### config.mk
export PLATFORM = sky130hd
export DESIGN_NAME = traffic_light_ctrl
export DESIGN_NICKNAME = d
export VERILOG_FILES = /design/src/rtl/traffic_light_ctrl.sv
export SDC_FILE = /design/constraint.sdc
export NUM_CORES = 1
export LEC_CHECK = 0
export ABC_AREA = 1
export CORE_MARGIN = 2
export CORE_UTILIZATION = 30
export CTS_CLUSTER_SIZE = 24
export DETAILED_ROUTE_END_ITERATION = 6
export MAX_ROUTING_LAYER = met4
export PLACE_DENSITY = 0.55
export SKIP_CTS_REPAIR_TIMING = 1
export SYNTH_ARGS = -nofsm -noshare
export SYNTH_HDL_FRONTEND = slang
export SYNTH_SLANG_ARGS = --single-unit
### constraint.sdc
create_clock -name clk -period 3.4 [get_ports clk]
set_input_delay 0.85 -clock clk [delete_from_list [all_inputs] [get_ports clk]]
set_output_delay 0.85 -clock clk [all_outputs]
set_load 0.02 [all_outputs]
### src/rtl/traffic_light_ctrl.sv
// traffic_light_ctrl
// Two-road (main/sub) traffic light cycle controller.
// A prescaler divides clk down to a 1 s tick. Both roads step through
// green/yellow/red with per-road countdowns. Pause freezes sequencing.
// Online (flashing) mode blanks the timers and blinks Source.
//
// Ports:
//   clk              system clock
//   rst_n            asynchronous active-low reset
//   pause            level, freezes sequencing while high
//   online           level, flashing mode while high (overrides pause)
//   Source           lamp power enable, blinks in online mode
//   MainTime/SubTime BCD rest time {8'h00, tens, ones}
//   MainColor/SubColor            color code
//   main_light_state/sub_light_state  state code
//   main_rest_time/sub_reset_time     remaining ticks, binary
module traffic_light_ctrl #(
  parameter int CLOCK_HZ = 5,
  parameter int REDT     = 19,
  parameter int GREENT   = 16,
  parameter int YELLOWT  = 3
) (
  input  logic        clk,
  input  logic        rst_n,
  input  logic        pause,
  input  logic        online,
  output logic        Source,
  output logic [15:0] MainTime,
  output logic [15:0] SubTime,
  output logic [7:0]  MainColor,
  output logic [7:0]  SubColor,
  output logic [2:0]  main_light_state,
  output logic [2:0]  sub_light_state,
  output logic [4:0]  main_rest_time,
  output logic [4:0]  sub_reset_time
);

  localparam logic [7:0] REDL    = 8'd1;
  localparam logic [7:0] GREENL  = 8'd2;
  localparam logic [7:0] YELLOWL = 8'd3;
  localparam logic [7:0] ONLINEL = 8'd4;
  localparam int CW = $clog2(CLOCK_HZ);

  typedef enum logic [2:0] {
    REDS    = 3'd0,
    GREENS  = 3'd1,
    YELLOWS = 3'd2,
    ONLINES = 3'd3,
    PAUSES  = 3'd4
  } lstate_t;

  // Phases named main/sub: P0 G/R, P1 Y/R, P2 R/G, P3 R/Y
  typedef enum logic [1:0] {P0, P1, P2, P3} phase_t;

  logic [CW-1:0] cnt_q, cnt_n;
  phase_t        phase_q, phase_n;
  logic          online_q;
  lstate_t       mst_q, mst_n, sst_q, sst_n;
  logic          source_n;
  logic [15:0]   mtime_n, stime_n;
  logic [7:0]    mcolor_n, scolor_n;
  logic [4:0]    mrest_n, srest_n;
  logic          last;

  assign main_light_state = mst_q;
  assign sub_light_state  = sst_q;
  assign last = (cnt_q == CW'(CLOCK_HZ - 1));

  function automatic logic [15:0] bcd(input logic [4:0] r);
    logic [3:0] tens;
    logic [4:0] ones;
    if (r >= 5'd20) begin
      tens = 4'd2;
      ones = r - 5'd20;
    end else if (r >= 5'd10) begin
      tens = 4'd1;
      ones = r - 5'd10;
    end else begin
      tens = 4'd0;
      ones = r;
    end
    return {8'h00, tens, ones[3:0]};
  endfunction

  function automatic lstate_t main_state(input phase_t p);
    case (p)
      P0:      return GREENS;
      P1:      return YELLOWS;
      default: return REDS;
    endcase
  endfunction

  function automatic lstate_t sub_state(input phase_t p);
    case (p)
      P2:      return GREENS;
      P3:      return YELLOWS;
      default: return REDS;
    endcase
  endfunction

  function automatic logic [7:0] color_of(input lstate_t s);
    case (s)
      GREENS:  return GREENL;
      YELLOWS: return YELLOWL;
      default: return REDL;
    endcase
  endfunction

  always_comb begin
    cnt_n    = cnt_q;
    phase_n  = phase_q;
    mst_n    = mst_q;
    sst_n    = sst_q;
    source_n = Source;
    mtime_n  = MainTime;
    stime_n  = SubTime;
    mcolor_n = MainColor;
    scolor_n = SubColor;
    mrest_n  = main_rest_time;
    srest_n  = sub_reset_time;

    if (online) begin
      if (!online_q) begin
        cnt_n    = '0;
        source_n = 1'b1;
      end else begin
        cnt_n = last ? '0 : cnt_q + 1'b1;
        if (last) source_n = ~Source;
      end
      mst_n    = ONLINES;
      sst_n    = ONLINES;
      mcolor_n = ONLINEL;
      scolor_n = ONLINEL;
      mrest_n  = '0;
      srest_n  = '0;
      mtime_n  = '0;
      stime_n  = '0;
    end else if (online_q) begin
      // First cycle out of online mode: restart from the power-on picture.
      cnt_n    = '0;
      phase_n  = P0;
      source_n = 1'b1;
      mst_n    = GREENS;
      sst_n    = REDS;
      mcolor_n = GREENL;
      scolor_n = REDL;
      mrest_n  = 5'(GREENT);
      srest_n  = 5'(REDT);
      mtime_n  = bcd(5'(GREENT));
      stime_n  = bcd(5'(REDT));
    end else if (pause) begin
      mst_n = PAUSES;
      sst_n = PAUSES;
    end else begin
      cnt_n = last ? '0 : cnt_q + 1'b1;
      if (last) begin
        if (main_rest_time == 5'd1) begin
          case (phase_q)
            P0:      mrest_n = 5'(YELLOWT);
            P1:      mrest_n = 5'(REDT);
            default: mrest_n = 5'(GREENT);
          endcase
        end else begin
          mrest_n = main_rest_time - 5'd1;
        end
        if (sub_reset_time == 5'd1) begin
          case (phase_q)
            P2:      srest_n = 5'(YELLOWT);
            P3:      srest_n = 5'(REDT);
            default: srest_n = 5'(GREENT);
          endcase
        end else begin
          srest_n = sub_reset_time - 5'd1;
        end
        // P1->P2 and P3->P0 are driven by both roads expiring together.
        case (phase_q)
          P0: if (main_rest_time == 5'd1) phase_n = P1;
          P1: if (main_rest_time == 5'd1) phase_n = P2;
          P2: if (sub_reset_time == 5'd1) phase_n = P3;
          P3: if (sub_reset_time == 5'd1) phase_n = P0;
          default: phase_n = P0;
        endcase
      end
      mst_n    = main_state(phase_n);
      sst_n    = sub_state(phase_n);
      mcolor_n = color_of(main_state(phase_n));
      scolor_n = color_of(sub_state(phase_n));
      mtime_n  = bcd(mrest_n);
      stime_n  = bcd(srest_n);
    end
  end

  always_ff @(posedge clk or negedge rst_n) begin
    if (!rst_n) begin
      cnt_q          <= '0;
      phase_q        <= P0;
      online_q       <= 1'b0;
      mst_q          <= GREENS;
      sst_q          <= REDS;
      Source         <= 1'b1;
      MainTime       <= 16'h0016;
      SubTime        <= 16'h0019;
      MainColor      <= GREENL;
      SubColor       <= REDL;
      main_rest_time <= 5'(GREENT);
      sub_reset_time <= 5'(REDT);
    end else begin
      cnt_q          <= cnt_n;
      phase_q        <= phase_n;
      online_q       <= online;
      mst_q          <= mst_n;
      sst_q          <= sst_n;
      Source         <= source_n;
      MainTime       <= mtime_n;
      SubTime        <= stime_n;
      MainColor      <= mcolor_n;
      SubColor       <= scolor_n;
      main_rest_time <= mrest_n;
      sub_reset_time <= srest_n;
    end
  end

endmodule

# After elaboration in Yosys (flattened, before gate mapping)
# Cells that the tools add are included.
# classes
bitwise_logic	2
reduce_logical	5
n_mux	74
add_sub_neg	7
n_eq_ne	16
n_lt_le_gt_ge	4
# op_table
operator	count
$mux 16	6
$mux 5	16
$mux 3	17
$mux 8	6
$mux 2	12
$pmux 5 s2	2
$mux 4	4
$pmux 2 s2	4
$eq 5x1->1 const B	2
$ge 5x4->1 const B	2
$ge 5x5->1 const B	2
$sub 5x1->5 const B	2
$eq 2x2->1 const B	4
$pmux 2 s4	1
$sub 4x3->4 const B	2
$sub 4x4->4 const B	2
$eq 3x1->1 const B	2
$eq 3x2->1 const B	2
$mux 1	6
$eq 2x1->1 const B	2
$logic_not 2->1	2
$reduce_and 2->1	2
$add 3x1->3 const B	1
$eq 3x3->1 const B	1
other kinds (5)	6
# word_totals
ff_bits	71
output_inout_bits	65
elab_cells	120
inputBits	4

# Longest topological paths before layout
# Gate-level depths: netlist of the first run.
# logic_depth
ltp_word	17
ltp_mapped	18
ltp_nobuf	18

# Worst setup path before layout of the first run
# Ideal clock, no wire load.
# synth_timing
kind	register -> register
startpoint	reg sub_reset_time[1]
endpoint	reg SubTime[2]
setup_slack_ns	1.381
path_stages_with_launch	15
t_required_ns	3.284
arrival_time_ns	1.902
cell_sequence	dfstp_2 > inv_1 > ha_1 > nand3_2 > nand2_1 > nand3_1 > and2_1 > inv_1 > ha_1 > nand3_1 > nand3_2 > nand2_1 > nand3_1 > nand2_1 > nand2_1
# synth_via
elab_chain_cells	12
word_cells_on_any_way	16
classes_between	3 x add/sub; 2 x order compare; 1 x eq/ne; 10 x mux
# synth_lines
item	line	rtl
start: declaration	35	output logic [4:0] sub_reset_time
start signal: assignment	206	sub_reset_time <= 5'(REDT);
start signal: assignment	219	sub_reset_time <= srest_n;
$sub 5x1->5 or $eq 5x1->1 (tied branches)	173, 166	
$mux 5	166	if (sub_reset_time == 5'd1) begin
$mux 5 (*)	156	if (last) begin
$mux 5 (*)	151	end else if (pause) begin
$mux 5 (*)	138	end else if (online_q) begin
$mux 5 (*)	122	if (online) begin
$sub 4x4->4 or $ge 5x4->1 (tied branches)	77, 75	
$mux 4	75	end else if (r >= 5'd10) begin
$mux 4 (*)	72	if (r >= 5'd20) begin
$mux 16 (*)	151	
$mux 16 (*)	138	
$mux 16 (*)	122	
end signal: assignment	215	SubTime <= stime_n;
end: declaration	29	output logic [15:0] SubTime,
# Mark *: on every way between the ends. The rest lies on a longest branch, timed or not. The select of a mux whose other input is x is not followed.
# A chain may end at the register's enable or synchronous reset.

# Worst setup path after layout of the first run
# layout_timing
startpoint	reg cnt_q[0]
endpoint	reg MainTime[2]
# layout_via
elab_chain_cells	11
word_cells_on_any_way	14
classes_between	2 x add/sub; 2 x order compare; 1 x eq/ne; 9 x mux
# layout_lines
item	line	rtl
start: declaration	55	logic [CW-1:0] cnt_q, cnt_n;
start signal: assignment	208	cnt_q <= cnt_n;
$eq 3x3->1 (*)	67	assign last = (cnt_q == CW'(CLOCK_HZ - 1));
$mux 5 (*)	156	
$mux 5 (*)	151	
$mux 5 (*)	138	
$mux 5 (*)	122	
$sub 4x4->4 or $ge 5x4->1 (tied branches)	77, 75	
$mux 4	75	
$mux 4 (*)	72	
$mux 16 (*)	151	
$mux 16 (*)	138	
$mux 16 (*)	122	
end signal: assignment	214	MainTime <= mtime_n;
end: declaration	28	output logic [15:0] MainTime,
# Marks and branches as above.

==> impl_results.md, run 1 <==
- Fin crit period: about 2400 ps
- Die W: 95.1 microns
- Largest family of logic cells by synthesized area: simple AND/OR/NAND/NOR gates
- Hold Path Class: reg -> reg
- First-pass GRT wire length: about 9.6 mm
- N_diodes: 0
- Layout overhead on the synthesized area: 17.1%
- Adder-Cell Fraction of Synth Area: 4.52%
- Leading area contributor after synthesis: dfrtp_1
- Share of the synthesized area in the top cell type: between 20% and 30%
- GR Overflow Total: 0
- Final antenna-violating net count: 0
- Root Buffer Master: clkbuf_8
- Max-slew headroom: roughly 43%
- Row count: 33
- Clk pwr share: 30.9%
- DR vias: 2077
- Initial Util: 30.6%
- Synth Area in Simple Gates: 27.6%
- EDFF count, synth: 0
- Internal Pwr Total: 0.711 mW
- Pins Over Slew Limit: 0
- Final setup violation count: 0
- Drt first pass iters: 4
- Syn avg cell area: 7.83 sq um
- Maximum VDD drop: 0.159 mV
- Num ports: 69
- Worst Path Required: 3630 ps
- Kind of critical path: reg -> reg
- Fin Clk Skew: 4.95 ps
- Synthesis Warnings: 0
- Post-synthesis mux area share: 0%
- Slew @ Worst Pin: 858 ps
- Crit Path Max Fanout: 17
- Syn Inst Count: 318
- Most frequent cells in the layout: nand2_1 (73), clkdlybuf4s50_1 (37), conb_1 (30)
- RSZ-0062 raised after global routing: false
- Clk slew on worst S/H paths: 70 ps
- CORE AREA: 8130 sq um
- CTS Buffer Depth: 2
- NetSw: 0.323 mW
- CTS Buf Count: 5
- Compound-Gate Fraction of Synth Area: ~11%
- Sink Count: 37
- Commonest non-fill, non-tap cell in the layout: nand2_1
- FF+latch count, synth: 37
- TNS Setup: 0 ps
- Worst path arrival time: 2610 ps
- Most used DFF post-synth: dfrtp_1
- Post-synth design cell area: 2490 sq um
- Placer Congestion: 0.823
- Logic pwr share: 22.0%
- Final hold vios: 0
- Async set or reset register ratio after synthesis: 100%
- DRT iter0 DRCs: 70
- Post-synthesis sequential area ratio: 37.9%
- Tot GR Track Use: about 14%
- CTS H-tree lvls: 2
- Sw Ratio: 31.3%
- R2r setup slk: about 1000 ps
- # nets final: roughly 370
- Main area contributors after synthesis: dfrtp_1 (24%), dfstp_2 (14%), nand2_1 (11%)
- Sequential Power Share: 47.0%
- Max Cap Viol: 0
- Initial antenna violation count: 0
- Routed len/inst: 12.5 microns
- Outcome: complete, no violations
- Vias per std cell: 4.52
- Leakage: around 1.3 nW
- Largest net degree at the start of global routing: 38
- Port buffer count: 38
- XOR/XNOR share of the synthesized area: a little over 1%
- Die Y: 95.1 microns
- Layout cells sized above 1: between 10% and 20%
- Worst setup margin: 1020 ps
- Worst-Skew Late Latency: 290 ps
- Die area: 9040 sq um
- Dpl ws: 757 ps
- Fmax: roughly 420 MHz
- DRC: 0
- HPWL after DPL: 4.33 mm
- Library cells used by synthesis: 34
- Vias in the first global route: approximately 2100
- CP Capture Type: register
- Period Utilization, post-route: between 60% and 70%
- Startpoint Class: register
- TritonCTS clock tree: built
- Total wire length: 5.75 mm
- Power per cell area: 355 nW/um^2
-- per-layer routing --
metal  wire length, microns  GRT usage [%]
met1                   2640           17.0
met3                    241           3.00
met4                     62           3.38
met2                   2810           23.7
met5                      0              -
-- through the flow --
step                      util (%)  cell area [sq um]  hold slack (ps)  total power, mW  std cells
after global routing          35.8               2920              488             1.09        460
after CTS                     35.8               2920              475             1.04        460
after global placement        34.7               2830              462            0.721        452
after floorplan                  -               2600              497            0.674        347
after detailed placement      34.7               2830              462            0.723        452
final                         35.8               2920              471             1.03        460
-- final timing paths --
check | endpoint | cells past startpoint | from
worst max-delay path | MainTime[2] | 18 | cnt_q[0]
worst min-delay path | SubTime[3] | 2 | SubTime[3]
worst max register to register | MainTime[2] | 18 | cnt_q[0]
worst min register to register | SubTime[3] | 2 | SubTime[3]
max in group asynchronous | MainColor[0] | 1 | rst_n
min in group asynchronous | phase_q[0] | 1 | rst_n
-- layout make-up --
class	count	area, sq um
Sequential cell	37	942
Inverter	39	149
Timing Repair Buffer	40	390
Fill cell	851	5220
Multi-Input combinational cell	231	1210
Tap cell	105	131
Clock buffer	8	90.1
-- critical path, stage by stage, from the launching register on --
cell and delay (ps):
dfrtp_1 360, inv_1 70, ha_1 220, nand2_2 270, inv_4 160, nand3_1 110
nand2_2 70, nor2_4 130, inv_1 120, ha_1 210, nand3_1 80, nand2_1 70
nand2_2 90, nand2_4 60, nand2_1 50, nand3_1 60, nand2_1 70, nand2_1 50
nand2_1 60
-- kinds of logic after synthesis --
group	Yosys count
flops	37
fa+ha+maj	9
buf+inv	79
compound gates	48
xor+xnor	2
other cells	1
simple gates	142
-- power groups by stage --
| stage | Combinational (mW) | Sequential (mW) | Clock [mW] |
|---|---|---|---|
| after floorplan | 0.161 | 0.513 | 0 |
| after global placement | 0.226 | 0.495 | 0 |
| after detailed placement | 0.228 | 0.495 | 0 |
| after CTS | 0.230 | 0.487 | 0.327 |
| after global routing | 0.256 | 0.490 | 0.345 |
| final | 0.228 | 0.486 | 0.320 |
-- cells in the mapped netlist (2+ instances only) --
library cell  number
dfstp_2           13
nand3_1           28
a21oi_1            6
dfrtp_1           24
nand2_2            8
nor2_4             4
nand4_1            4
nor3_1             3
nand3_2            5
inv_2              8
o22ai_1            6
o21ai_0           17
buf_6              2
clkbuf_1           3
nor2_2             4
nand2_1           73
inv_1             29
o21ai_1           11
ha_1               9
buf_4             34
o21ai_2            5
nor2_1            10
-- sequential cells by signal (all words and copies together), names as in the netlist, 3 cells and up --
register and count:
main_rest_time 5, SubColor 3, sub_reset_time 5, cnt_q 3
SubTime 5, main_light_state 3, MainTime 5
(Power assumes the default switching activity.)
==> inputs of run 2 (changes only) <==
==> constraint.sdc (replaced) <==
create_clock -name clk -period 2.3 [get_ports clk]
set_input_delay 0.575 -clock clk [delete_from_list [all_inputs] [get_ports clk]]
set_output_delay 0.575 -clock clk [all_outputs]
set_load 0.02 [all_outputs]
==> impl_results.md, run 2 (synthesis results as in run 1) <==
- Initial antenna violation count: 0
- GR Overflow Total: 0
- Layout cells sized above 1: about a fifth
- Port buffer count: 38
- FILL cells: 867
- TNS Setup: 0 ps
- Die Y: 95.1 microns
- DRT iter0 DRCs: 100
- Fin Clk Skew: 4.96 ps
- Hold Path Class: in -> async
- Root Buffer Master: clkbuf_8
- Final setup violation count: 0
- TritonCTS clock tree: built
- R2r worst-path depth: 15
- Commonest non-fill, non-tap cell in the layout: nand2_1
- Outcome: complete, no violations
- Most frequent cells in the layout: nand2_1 (73), clkdlybuf4s50_1 (37), conb_1 (30)
- Power per cell area: 549 nW/um^2
- Maximum VDD drop: 0.241 mV
- Drt first pass iters: 4
- Die area: 9040 sq um
- Fmax: about 470 MHz
- Routed len/inst: 12.3 microns
- # nets final: 377
- Worst path arrival time: 2320 ps
- Leakage: 1.42 nW
- Tot GR Track Use: 14.2%
- CTS Buf Count: 5
- HPWL after DPL: 4.41 mm
- Max Cap Viol: 0
- Sink Count: 37
- CTS Buffer Depth: 2
- Layout Utilization: between 30% and 40%
- Crit path largest cell delay: 570 ps
- CTS H-tree lvls: 2
- Die W: 95.1 microns
- Vias per std cell: between 4 and 5
- Fin crit period: ~2100 ps
- Pins Over Slew Limit: 0
- Worst-Skew Late Latency: 300 ps
- Period Utilization, post-route: slightly above 90%
- Initial Util: 30.6%
- Reg-to-Reg Start: sub_reset_time[1]
- Layout overhead on the synthesized area: 22.6%
- Final antenna-violating net count: 0
- Kind of critical path: reg -> reg
- R2r setup slk: 170 ps
- Crit-path cells: inv_1 > ha_1 > nand3_2 > inv_2 > nand2_1 > nand3_2 > inv_4 > ha_1 > nand3_1 > nand2_2 > nand2_2 > nand2_1 > nand2_1 > nand3_1 > nand2_1
- N_diodes: 0
- Dpl ws: about 160 ps
- Row count: 33
- Clk slew on worst S/H paths: 80 ps
- Final hold vios: 0
- DR vias: approximately 2100
- Num ports: 69
- Most frequent CP cell: nand2_1
- Crit Path Max Fanout: 6
- CP max-delay cell: dfstp_2
- Worst Path Required: approximately 2500 ps
- Critical R2R Capture: SubTime[1]
- DRC: 0
- Vias in the first global route: between 2000 and 2500
- Placer Congestion: 0.841
- Largest net degree at the start of global routing: 20
- CP Capture Type: register
- CORE AREA: 8130 sq um
- Startpoint Class: register
- Worst setup margin: around 170 ps
- First-pass GRT wire length: 9.77 mm
- Total wire length: 5.78 mm
==> run 2: final cells by class <==
| class | count | area, sq um | area share [%] |
|---|---|---|---|
| Clock buffer | 7 | 86.3 | 2.83 |
| Clock inverter | 1 | 30.0 | 0.984 |
| Inverter | 39 | 154 | 5.04 |
| Multi-Input combinational cell | 231 | 1230 | 40.3 |
| Sequential cell | 37 | 943 | 30.9 |
| Tap cell | 105 | 131 | 4.31 |
| Timing Repair Buffer | 50 | 478 | 15.7 |
==> run 2: worst max-delay path by stage <==
stage | end | cells past startpoint | start | slack [ps]
6_report | SubTime[1] | 15 | sub_reset_time[1] | 170
5_1_grt | SubTime[2] | 14 | sub_reset_time[1] | -10
3_3_place_gp | SubTime[1] | 14 | sub_reset_time[1] | 200
4_1_cts | SubTime[1] | 14 | sub_reset_time[1] | 140
3_5_place_dp | SubTime[1] | 14 | sub_reset_time[1] | 160
2_1_floorplan | SubTime[2] | 14 | sub_reset_time[1] | 280
==> run 2: worst max-delay path, delay by kind of cell (launching register included) <==
kind | cells | cell delay (ps)
simple gates | 10 | 820
flops | 1 | 570
fa+ha+maj | 2 | 370
buf+inv | 3 | 240
==> run 2: per-layer routing <==
metal | GRT usage, % | vias up | share of wire, %
met1 | 18.1 | 982 | 45
met3 | 2.77 | 10 | 4.3
met5 | - | - | 0
met4 | 4.11 | 0 | 1.1
met2 | 23.1 | 59 | 50
li1 | - | 1059 | -
==> run 2: report_power, final <==
group / internal, mW / switching [mW]
Clock: 0.354 / 0.245
Sequential: 0.695 / 0.0251
Combinational: 0.126 / 0.230
==> run 2: stage by stage <==
step,hold slack [ps],power (mW),std cells,cell area (sq um)
3_3_place_gp,461,1.08,459,2890
3_5_place_dp,458,1.08,459,2890
5_1_grt,249,1.76,470,3050
2_1_floorplan,279,0.996,347,2600
4_1_cts,227,1.69,467,3010
6_report,217,1.67,470,3050
==> inputs of run 3 (changes only) <==
--- a/config.mk
+++ b/config.mk
@@ -6,12 +6,14 @@
 export NUM_CORES = 1
 export LEC_CHECK = 0
 export ABC_AREA = 1
+export CELL_PAD_IN_SITES_DETAIL_PLACEMENT = 0
+export CELL_PAD_IN_SITES_GLOBAL_PLACEMENT = 2
 export CORE_MARGIN = 2
-export CORE_UTILIZATION = 30
+export CORE_UTILIZATION = 27
 export CTS_CLUSTER_SIZE = 24
 export DETAILED_ROUTE_END_ITERATION = 6
 export MAX_ROUTING_LAYER = met4
-export PLACE_DENSITY = 0.55
+export PLACE_DENSITY = 0.81
 export SKIP_CTS_REPAIR_TIMING = 1
 export SYNTH_ARGS = -nofsm -noshare
 export SYNTH_HDL_FRONTEND = slang
==> impl_results.md, run 3 (synthesis results as in run 1) <==
- Fin crit period: 2140 ps
- Logic pwr share: 23.6%
- N_diodes: 0
- Vias per std cell: 4.43
- Pins Over Slew Limit: 0
- Critical R2R Capture: SubTime[1]
- Period Utilization, post-route: about 93%
- Initial Util: roughly 27%
- Root Buffer Master: clkbuf_8
- Placer Congestion: 0.877
- Sw Ratio: about a third
- Clk slew on worst S/H paths: 80 ps
- Kind of critical path: reg -> out
- CTS Buf Count: 5
- Leakage: 1.43 nW
- CP Capture Type: output pin
- Final setup violation count: 0
- Layout overhead on the synthesized area: 24.1%
- Maximum VDD drop: 0.233 mV
- Tot GR Track Use: 13.6%
- DR vias: 2128
- Sink Count: 37
- Row count: 35
- TritonCTS clock tree: built
- Internal Pwr Total: 1.04 mW
- Power per cell area: 501 nW/um^2
- Worst path arrival time: 1560 ps
- Num ports: 69
- NetSw: 0.505 mW
- Reg-to-Reg Start: sub_reset_time[1]
- Total wire length: 6.23 mm
- Vias in the first global route: ~2100
- Die W: ~100 microns
- Max-slew headroom: 44.4%
- Crit Path Max Fanout: 3
- Layout cells sized above 1: 21.7%
- Worst Path Required: approximately 1700 ps
- CTS H-tree lvls: 2
- Die area: 10000 sq um
- Startpoint Class: register
- Port buffer count: 38
- TNS Setup: 0 ps
- R2r setup slk: 170 ps
- CORE AREA: 9110 sq um
- R2r worst-path depth: 14
- # nets final: 381
- Initial antenna violation count: 0
- Final antenna-violating net count: 0
- Drt first pass iters: 4
- First-pass GRT wire length: 10.4 mm
- GR Overflow Total: 0
- Outcome: complete, no violations
- Worst-Skew Late Latency: a little under 300 ps
- Routed len/inst: 13.0 microns
- CTS Buffer Depth: 2
- Largest net degree at the start of global routing: 38
- Clk pwr share: 29.8%
- Tot Pwr: 1.55 mW
- Die Y: 100 microns
- HPWL after DPL: around 4.6 mm
- Fmax: 468 MHz
- Fin Clk Skew: 6.54 ps
- Max Cap Viol: 0
- DRC: 0
- DRT iter0 DRCs: 81
- Sequential Power Share: between 40% and 50%
- Slew @ Worst Pin: roughly 830 ps
- Hold Path Class: in -> async
- Final hold vios: 0
- Most frequent cells in the layout: nand2_1 (72), clkdlybuf4s50_1 (37), conb_1 (30)
- Commonest non-fill, non-tap cell in the layout: nand2_1
==> run 3: through the flow <==
step	setup slack [ps]	hold slack, ps	instance area [sq um]	cells	utilization, %
final	164	231	3090	480	33.9
after global placement	50.6	461	2900	465	31.8
after global routing	-9.34	232	3090	480	33.9
after detailed placement	54.6	458	2900	465	31.8
after floorplan	281	279	2600	347	-
after CTS	51.6	235	2980	473	32.7
==> run 3: layer usage <==
metal	share of wire (%)	GRT usage, %	vias up
met5	0	-	-
met2	48	21.7	53
met4	1.5	3.58	0
met1	46	17.7	1002
met3	4.4	2.65	12
li1	-	-	1061
==> run 3: how the worst max path moves through the flow <==
stage	slack, ps	depth (start not counted)	to	from
floorplan	280	14	SubTime[2]	sub_reset_time[1]
global placement	50	12	SubTime[4]	sub_reset_time[1]
detailed placement	50	6	SubColor[0]	pause
CTS	50	12	SubTime[4]	sub_reset_time[1]
global route	-9	18	MainTime[2]	cnt_q[0]
finish	160	2	sub_reset_time[1]	sub_reset_time[1]
==> run 3: layout make-up <==
cell class	count	area, sq um
inverters	39	161
well taps	111	139
repair buffers	54	512
flip-flops and latches	37	943
fillers	973	6020
clock buffers	7	76.3
clock inverters	1	8.76
multi-input cells	231	1250
==> run 3: critical path: stages, from the launching register on <==
cell and delay, ps:
dfstp_2 550, buf_4 120, clkdlybuf4s50_1 610
==> run 3: power by group through the flow <==
stage          clock [mW]  combinational [mW]  sequential, mW
6_report            0.461               0.365           0.720
5_1_grt             0.523               0.406           0.725
4_1_cts             0.480               0.351           0.721
3_5_place_dp            0               0.349           0.732
3_3_place_gp            0               0.347           0.733
2_1_floorplan           0               0.238           0.758
